===== config.mk =====
export PLATFORM = sky130hd
export DESIGN_NAME = regfile_mp
export DESIGN_NICKNAME = d
export VERILOG_FILES = /design/src/rtl/regfile_pkg.sv /design/src/rtl/regfile_dump_fsm.sv /design/src/rtl/regfile_mp.sv
export SDC_FILE = /design/constraint.sdc
export NUM_CORES = 2
export LEC_CHECK = 0
export CAP_MARGIN = 20
export CELL_PAD_IN_SITES_DETAIL_PLACEMENT = 1
export CELL_PAD_IN_SITES_GLOBAL_PLACEMENT = 1
export CORE_ASPECT_RATIO = 0.8
export CORE_UTILIZATION = 30
export CTS_BUF_LIST = sky130_fd_sc_hd__clkbuf_4
export DETAILED_ROUTE_END_ITERATION = 8
export GPL_ROUTABILITY_DRIVEN = 0
export GPL_TIMING_DRIVEN = 0
export MAX_ROUTING_LAYER = met4
export PLACE_DENSITY_LB_ADDON = 0.1
export SLEW_MARGIN = 40
export SYNTH_ARGS = -nofsm -noshare
export SYNTH_HDL_FRONTEND = slang
export SYNTH_SLANG_ARGS = --single-unit

===== constraint.sdc =====
create_clock -name elk -period 3.2 [get_ports elk]
set_clock_uncertainty 0.05 [all_clocks]
set_input_delay 0.64 -clock elk [delete_from_list [all_inputs] [get_ports elk]]
set_output_delay 0.64 -clock elk [all_outputs]
set_load 0.02 [all_outputs]

===== src/rtl/regfile_pkg.sv =====
// Shared types and default constants for the multi-port register file
// and its debug-dump engine.
package regfile_pkg;

    localparam int          DATA_W_DEF   = 32;
    localparam int          ADDR_W_DEF   = 5;
    localparam int          SP_IDX_DEF   = 29;
    localparam int unsigned SP_RESET_DEF = 252;

    typedef enum logic {
        IDLE = 1'b0,
        SCAN = 1'b1
    } dump_state_e;

endpackage


===== src/rtl/regfile_dump_fsm.sv =====
// Sequential dump engine: walks every register index once, one per cycle,
// sampling storage through a single read tap owned by the register file.
module regfile_dump_fsm
    import regfile_pkg::*;
#(
    parameter int DATA_W = DATA_W_DEF,
    parameter int ADDR_W = ADDR_W_DEF
) (
    input  logic              elk,
    input  logic              nrst,
    input  logic              dump_req,
    input  logic [DATA_W-1:0] tap_data,
    output logic [ADDR_W-1:0] tap_addr,
    output logic              dump_busy,
    output logic              dump_valid,
    output logic [ADDR_W-1:0] dump_addr,
    output logic [DATA_W-1:0] dump_data
);

    dump_state_e       state_q, state_d;
    logic [ADDR_W-1:0] idx_q, idx_d;
    logic              valid_q, valid_d;
    logic [ADDR_W-1:0] addr_q, addr_d;
    logic [DATA_W-1:0] data_q, data_d;

    // NOTE: every signal written here gets a default first, so no path can infer a latch.
    always_comb begin
        state_d = state_q;
        idx_d   = idx_q;
        valid_d = 1'b0;
        addr_d  = addr_q;
        data_d  = data_q;
        unique case (state_q)
            IDLE: begin
                if (dump_req) begin
                    state_d = SCAN;
                    idx_d   = '0;
                end
            end
            SCAN: begin
                valid_d = 1'b1;
                addr_d  = idx_q;
                data_d  = tap_data;
                idx_d   = idx_q + 1'b1;
                if (idx_q == '1) begin
                    state_d = IDLE;
                end
            end
            default: state_d = IDLE;
        endcase
    end

    // NOTE: state registers use non-blocking assignments so every flop samples pre-edge values.
    always_ff @(posedge elk or negedge nrst) begin
        if (!nrst) begin
            state_q <= IDLE;
            idx_q   <= '0;
            valid_q <= 1'b0;
            addr_q  <= '0;
            data_q  <= '0;
        end else begin
            state_q <= state_d;
            idx_q   <= idx_d;
            valid_q <= valid_d;
            addr_q  <= addr_d;
            data_q  <= data_d;
        end
    end

    assign tap_addr   = idx_q;
    assign dump_busy  = (state_q == SCAN);
    assign dump_valid = valid_q;
    assign dump_addr  = addr_q;
    assign dump_data  = data_q;

endmodule


===== src/rtl/regfile_mp.sv =====
// General-purpose register file: NUM_RD registered read ports with write-first
// bypass, hardwired-zero R0, programmable SP reset value and a debug dump port.
module regfile_mp
    import regfile_pkg::*;
#(
    parameter int          DATA_W   = DATA_W_DEF,
    parameter int          ADDR_W   = ADDR_W_DEF,
    parameter int          NUM_RD   = 2,
    parameter int          SP_IDX   = SP_IDX_DEF,
    parameter int unsigned SP_RESET = SP_RESET_DEF
) (
    input  logic                     elk,
    input  logic                     nrst,
    input  logic                     wr_en,
    input  logic [ADDR_W-1:0]        wr_addr,
    input  logic [DATA_W-1:0]        wr_data,
    input  logic [NUM_RD*ADDR_W-1:0] rd_addr,
    output logic [NUM_RD*DATA_W-1:0] rd_data,
    output logic                     wr_err,
    input  logic                     dump_req,
    output logic                     dump_busy,
    output logic                     dump_valid,
    output logic [ADDR_W-1:0]        dump_addr,
    output logic [DATA_W-1:0]        dump_data
);

    localparam int DEPTH = 2 ** ADDR_W;

    logic [DATA_W-1:0]        regs_q [DEPTH];
    logic [NUM_RD*DATA_W-1:0] rd_data_q;
    logic [DATA_W-1:0]        rd_data_d [NUM_RD];
    logic                     wr_err_q;
    logic [ADDR_W-1:0]        tap_addr;
    logic [DATA_W-1:0]        tap_data;

    // Value a reader sees this cycle: R0 is zero, a same-edge write wins over storage.
    function automatic logic [DATA_W-1:0] read_sel(
        input logic [ADDR_W-1:0] addr,
        input logic [DATA_W-1:0] stored,
        input logic              we,
        input logic [ADDR_W-1:0] waddr,
        input logic [DATA_W-1:0] wdata
    );
        if (addr == '0)                  return '0;
        else if (we && (waddr == addr))  return wdata;
        else                             return stored;
    endfunction

    // NOTE: the array is reset because SP must come up at SP_RESET and all others at zero.
    always_ff @(posedge elk or negedge nrst) begin
        if (!nrst) begin
            for (int i = 0; i < DEPTH; i++) begin
                regs_q[i] <= (i == SP_IDX) ? DATA_W'(SP_RESET) : '0;
            end
        end else if (wr_en && (wr_addr != '0)) begin
            regs_q[wr_addr] <= wr_data;
        end
    end

    for (genvar p = 0; p < NUM_RD; p++) begin : g_rd
        logic [ADDR_W-1:0] addr_p;
        assign addr_p       = rd_addr[p*ADDR_W +: ADDR_W];
        assign rd_data_d[p] = read_sel(addr_p, regs_q[addr_p], wr_en, wr_addr, wr_data);
    end

    always_ff @(posedge elk or negedge nrst) begin
        if (!nrst) begin
            rd_data_q <= '0;
            wr_err_q  <= 1'b0;
        end else begin
            for (int p = 0; p < NUM_RD; p++) begin
                rd_data_q[p*DATA_W +: DATA_W] <= rd_data_d[p];
            end
            wr_err_q <= wr_en && (wr_addr == '0);
        end
    end

    assign tap_data = read_sel(tap_addr, regs_q[tap_addr], wr_en, wr_addr, wr_data);

    regfile_dump_fsm #(
        .DATA_W (DATA_W),
        .ADDR_W (ADDR_W)
    ) u_dump (
        .elk        (elk),
        .nrst       (nrst),
        .dump_req   (dump_req),
        .tap_data   (tap_data),
        .tap_addr   (tap_addr),
        .dump_busy  (dump_busy),
        .dump_valid (dump_valid),
        .dump_addr  (dump_addr),
        .dump_data  (dump_data)
    );

    assign rd_data = rd_data_q;
    assign wr_err  = wr_err_q;

endmodule

-- Word level (Yosys, flattened, before mapping)
Index checks and enable logic that the tools add are counted.
- multiplexer cells: 24
- $add $sub $neg: 1
- div/mod/pow operators: 0
- $lt $le $gt $ge: 5
- eq/ne operators: 5
- shift operators: 0
- multiply operators: 0
- bitwise gates (word level): 5
- reductions and logical operators: 11
- operator list (operator ; number):
    1024-bit bitwise mux ; 1
    32-bit binary-select mux with 5-bit select ; 3
    32-bit 2-to-1 mux ; 13
    32-bit demux with 5-bit select ; 1
    6-bit >= comparator, second input constant ; 4
    5-bit NOT with 6-bit output ; 4
    5-bit logical NOT ; 4
    5-bit equality test ; 3
    5-bit one-hot mux with 2 select lines ; 1
    1-bit logical AND ; 6
    6-bit by 1-bit < comparator with 1-bit output, second input constant ; 1
    5-bit by 1-bit adder with 5-bit output, second input constant ; 1
    5-bit equality test, second input constant ; 1
    5-bit 2-to-1 mux ; 1
    5-bit nonzero test ; 1
    1-bit 2-to-1 mux ; 3
    2-bit inequality test, second input constant ; 1
    1-bit one-hot mux with 2 select lines ; 1
    1-bit NOT ; 1
- memory bits (writable): 0
- bits of input ports: 51
- output and inout bits: 104
- bits in registers: 1133
- memory bits (read-only): 0
- bits in latches: 0
- word-level logic and storage cells: 90
- memories kept: 0

-- Depth between registers and ports, before layout
- depth after elaboration: 6
- mapped depth: 12
- mapped depth without buffers: 7

-- By module
A second synthesis with hierarchy kept.
- cell total of the unflattened synthesis: 4669
- area, all modules: 66475.0 sq um
- by module, submodules not included (module ; seq. area each (sq um) ; instances ; area each (sq um) ; cells each):
    regfile_mp ; 27258.6 ; 1 ; 64620.7 ; 4568
    regfile_dump_fsm ; 1101.1 ; 1 ; 1854.3 ; 101

-- Worst setup path after synthesis
Ideal clock, no wire load.
- path kind: register to register
- start: register u_dump.idx_q[1], in the netlist u_dump.tap_addr[1]
- end: register u_dump.data_q[13], in the netlist u_dump.dump_data[13]
- stages on the path, launching flop included: 13
- setup time: 126 ps
- arrival: 2329 ps
- slack: 695 ps
- period minus slack after synthesis: 2505 ps
- buffers on the path: 5
- data required time: 3024 ps
- cell sequence: dfrtp_1 buf_2 buf_4 buf_2 inv_1 buf_2 ha_1 inv_1 o21ai_0 o21bai_2 buf_4 nor4_1 a221o_1
- longest elaborated chain between the ends: 6
- elaborated cells between the ends (all ways): 9
- RTL lines (element ; RTL line ; RTL):
    from (decl) ; regfile_dump_fsm.sv:21 ; logic [ADDR_W-1:0] idx_q, idx_d;
    from (signal assigned) ; regfile_dump_fsm.sv:63 ; idx_q <= idx_d;
    5-bit NOT with 6-bit output (implied by the code) ; regfile_mp.sv:78 ; assign tap_data = read_sel(tap_addr, regs_q[tap_addr], wr_en, wr_addr, wr_data);
    32-bit binary-select mux with 5-bit select ; regfile_mp.sv:78 ;
    32-bit 2-to-1 mux (implied by the code) (2 in series) ; regfile_mp.sv:78 ;
    32-bit 2-to-1 mux ; regfile_mp.sv:45 ; else if (we && (waddr == addr)) return wdata;
    32-bit 2-to-1 mux (*) ; regfile_mp.sv:44 ; if (addr == '0) return '0;
    to (signal assigned) ; regfile_dump_fsm.sv:66 ; data_q <= data_d;
    to (decl) ; regfile_dump_fsm.sv:24 ; logic [DATA_W-1:0] data_q, data_d;
Every way passes the cells marked *; elsewhere a longest branch is shown, timed or not. The select of a mux whose other input is x is not followed.
A chain may end at the register's enable or synchronous reset.

==> metrics.cfg <==
[status]
outcome=finished with violations
violations=negative setup slack

[timing]
fmax_mhz=292
min_period_ns=3.43
rsz0062_at_grt=no
setup_viol=33
fin_crit_sh_pct=107
slew_headroom_pct=34.6
fin_ws_ns=-0.228
tightest_slew_ns=0.982
holdWs_ns=0.105
hold_viol=0
drv_slew=0

[yosys]
yosys-top-cells-area=dfrtp_1, mux4_2, mux2_2, mux2i_1, clkbuf_1
synthFlopType=dfrtp_1
synth-edff-count=0
synth_area_per_cell_um2=14.4
yosysUniqueCellTypes=67
synth_commonest_cells=dfrtp_1, mux2_2, mux4_2, mux2i_1, clkbuf_1
syn_area_mm2=0.0673
syn-num-nets=4745
synth-seq-area-share_pct=42.1
synth_area_leader_cell=dfrtp_1
ys_seq_elements=1133
syn_inst=4691
synth_top_area_share_pct=41.9
async_reset_ff_share_pct=100
yosysMostFrequentCell=dfrtp_1
yosysWarnings=0

[clocking]
cts_buffers=345
cts_tree=yes
clk_latency_ns=1.34
cts_sinks=1133
cts_root_buffer=clkbuf_4
cts_max_level=5
clkTransAtPathRegs_ns=0.06
cts_max_path_buffers=4

[detailed_routing]
ant_nets=0
drc_errors=0
first_iter_violations=9459
wire_per_inst_um=54.6
wl_mm=474
num_vias=58900
drtPass1Iterations=6
vias_per_cell=6.78

[floorplanning]
num_io_pins=155
dieWidth_um=532
core.rowCount=155
start_util_pct=30.2
fp.coreArea_mm2=0.223
die_y_um=426
die_area_mm2=0.226

[layout]
nFillCells=23200
finalNonFillerCells=8686
syn2layout_area_growth_pct=22.6
utilization_pct=37.0
fin_area_mm2=0.0825
fin_nets=5420
final_layout_size_suffix_gt1_share_pct=51.2

[worst_setup_path]
cp.arrival_ns=4.47
end_kind=flip-flop
crit_path_max_fanout=10
crit_start=rd_addr[5]
start_kind=primary input
r2r-start=u_dump.tap_addr[1]
path_class=primary input to flip-flop
crit_required_ns=4.24

[hold_path]
min_from=wr_addr[0]
hold_class=primary input to flip-flop

[global_route]
grt_max_degree=109
grt_antenna_before_repair=74
grt_pass1_vias=56300
grt_pass1_wl_mm=604
grt-ovfl-total=0
grt_util_all_layers_pct=42.7

[job]
maxCapViolCount=0

[power_and_ir_drop]
ir_drop_v=0.000462
power_leakage_nw=35.0
pwr_density_cell_mw_per_mm2=786

[placement]
portBuffers=148
place_inst=7991
postPlaceCellArea_mm2=0.0774
hpwl_mm=337

## state kept, by name, indices dropped and copies added, names as in the netlist
register and cells:
u_dump.dump_data 32, regs_q 1024, rd_data 64, u_dump.tap_addr 5, u_dump.dump_valid 1, u_dump.dump_busy 1, wr_err 1, u_dump.dump_addr 5
## power breakdown
group	internal, mW	total (mW)	switching [mW]
clock network	7.58	15.3	7.72
logic	12.1	29.2	17.1
registers	17.2	20.3	3.10
## worst paths after layout
check                                  endpoint  slack [ns]  cells past startpoint
max                                 rd_data[38]       -0.23                     10
min                                      wr_err        0.10                      3
max reg2reg                u_dump.dump_data[19]       -0.16                      9
min reg2reg                        regs_q[1020]        0.44                      1
max in group asynchronous           regs_q[491]        0.28                      8
min in group asynchronous           regs_q[857]        0.53                      4
## logic make-up after synthesis
| logic type | after synthesis | synth area share [%] |
|---|---|---|
| and+or+nand+nor | 312 | 2.29 |
| AOI/OAI and AO/OA | 578 | 6.29 |
| muxes | 2090 | 45.1 |
| xor gates and xnor gates | 16 | 0.208 |
| DFF | 1133 | 42.1 |
| adders and majority gates | 3 | 0.0557 |
| buffers and inverters | 559 | 3.94 |
## placed cells by master (no fill, tap or decap), drive strengths merged, types with 76 or more instances in the layout
cell	Yosys	final
buf	249	425
mux4	652	652
dfrtp	1127	1127
diode	0	92
o21ai	92	92
clkdlybuf4s50	0	139
nand2	76	76
clkbuf	301	797
mux2i	415	415
mux2	1023	1023
clkinv	2	83
## metrics by stage
step | TNS, ns | setup slack [ns] | power (mW)
after floorplan | 0 | 0.695 | 33.6
after global placement | - | -54.96 | 46.0
after detailed placement | -424.49 | -1.56 | 47.5
after CTS | 0 | 0.00160 | 63.4
after global routing | 0 | 0.00616 | 65.7
final | -2.40 | -0.228 | 64.8
## per-layer routing
| metal | share of wire, % | track usage [%] | up-vias |
|---|---|---|---|
| li1 | - | - | 20300 |
| met1 | 38 | 51.0 | 31900 |
| met2 | 40 | 55.1 | 5240 |
| met3 | 15 | 21.3 | 1470 |
| met4 | 8.1 | 29.7 | 0 |
| met5 | 0 | - | - |
## critical path, stage by stage
cell and delay [ns]:
clkbuf_2 0.14, buf_4 0.40, buf_6 0.40, buf_4 0.56, buf_4 0.46, buf_2 0.50, nor2b_4 0.46, a21oi_1 0.12
a21oi_1 0.32, a31oi_1 0.34
## repair_timing
| item | 4_1_cts | 5_1_grt |
|---|---|---|
| resized for setup | 94 | 13 |
| pin swaps | 2 | 0 |
| hold endpoints to repair | 534 | 0 |
| hold buffers | 5 | 0 |
| setup buffers | 3 | 4 |
| cloned | 0 | 1 |
| setup endpoints to repair | 49 | 104 |
## final cells by class
type	instances	area (µm²)	share of cell area, %
multi-input cells	2999	36600	44.3
diodes	92	230	0.279
clock inverters	96	586	0.710
well taps	2983	3730	4.52
inverters	9	35.0	0.0425
repair buffers	330	5880	7.12
plain buffers	548	3380	4.10
clock buffers	496	3720	4.51
flip-flops and latches	1133	28400	34.4
No activity file was read; power rests on OpenSTA's default activity.
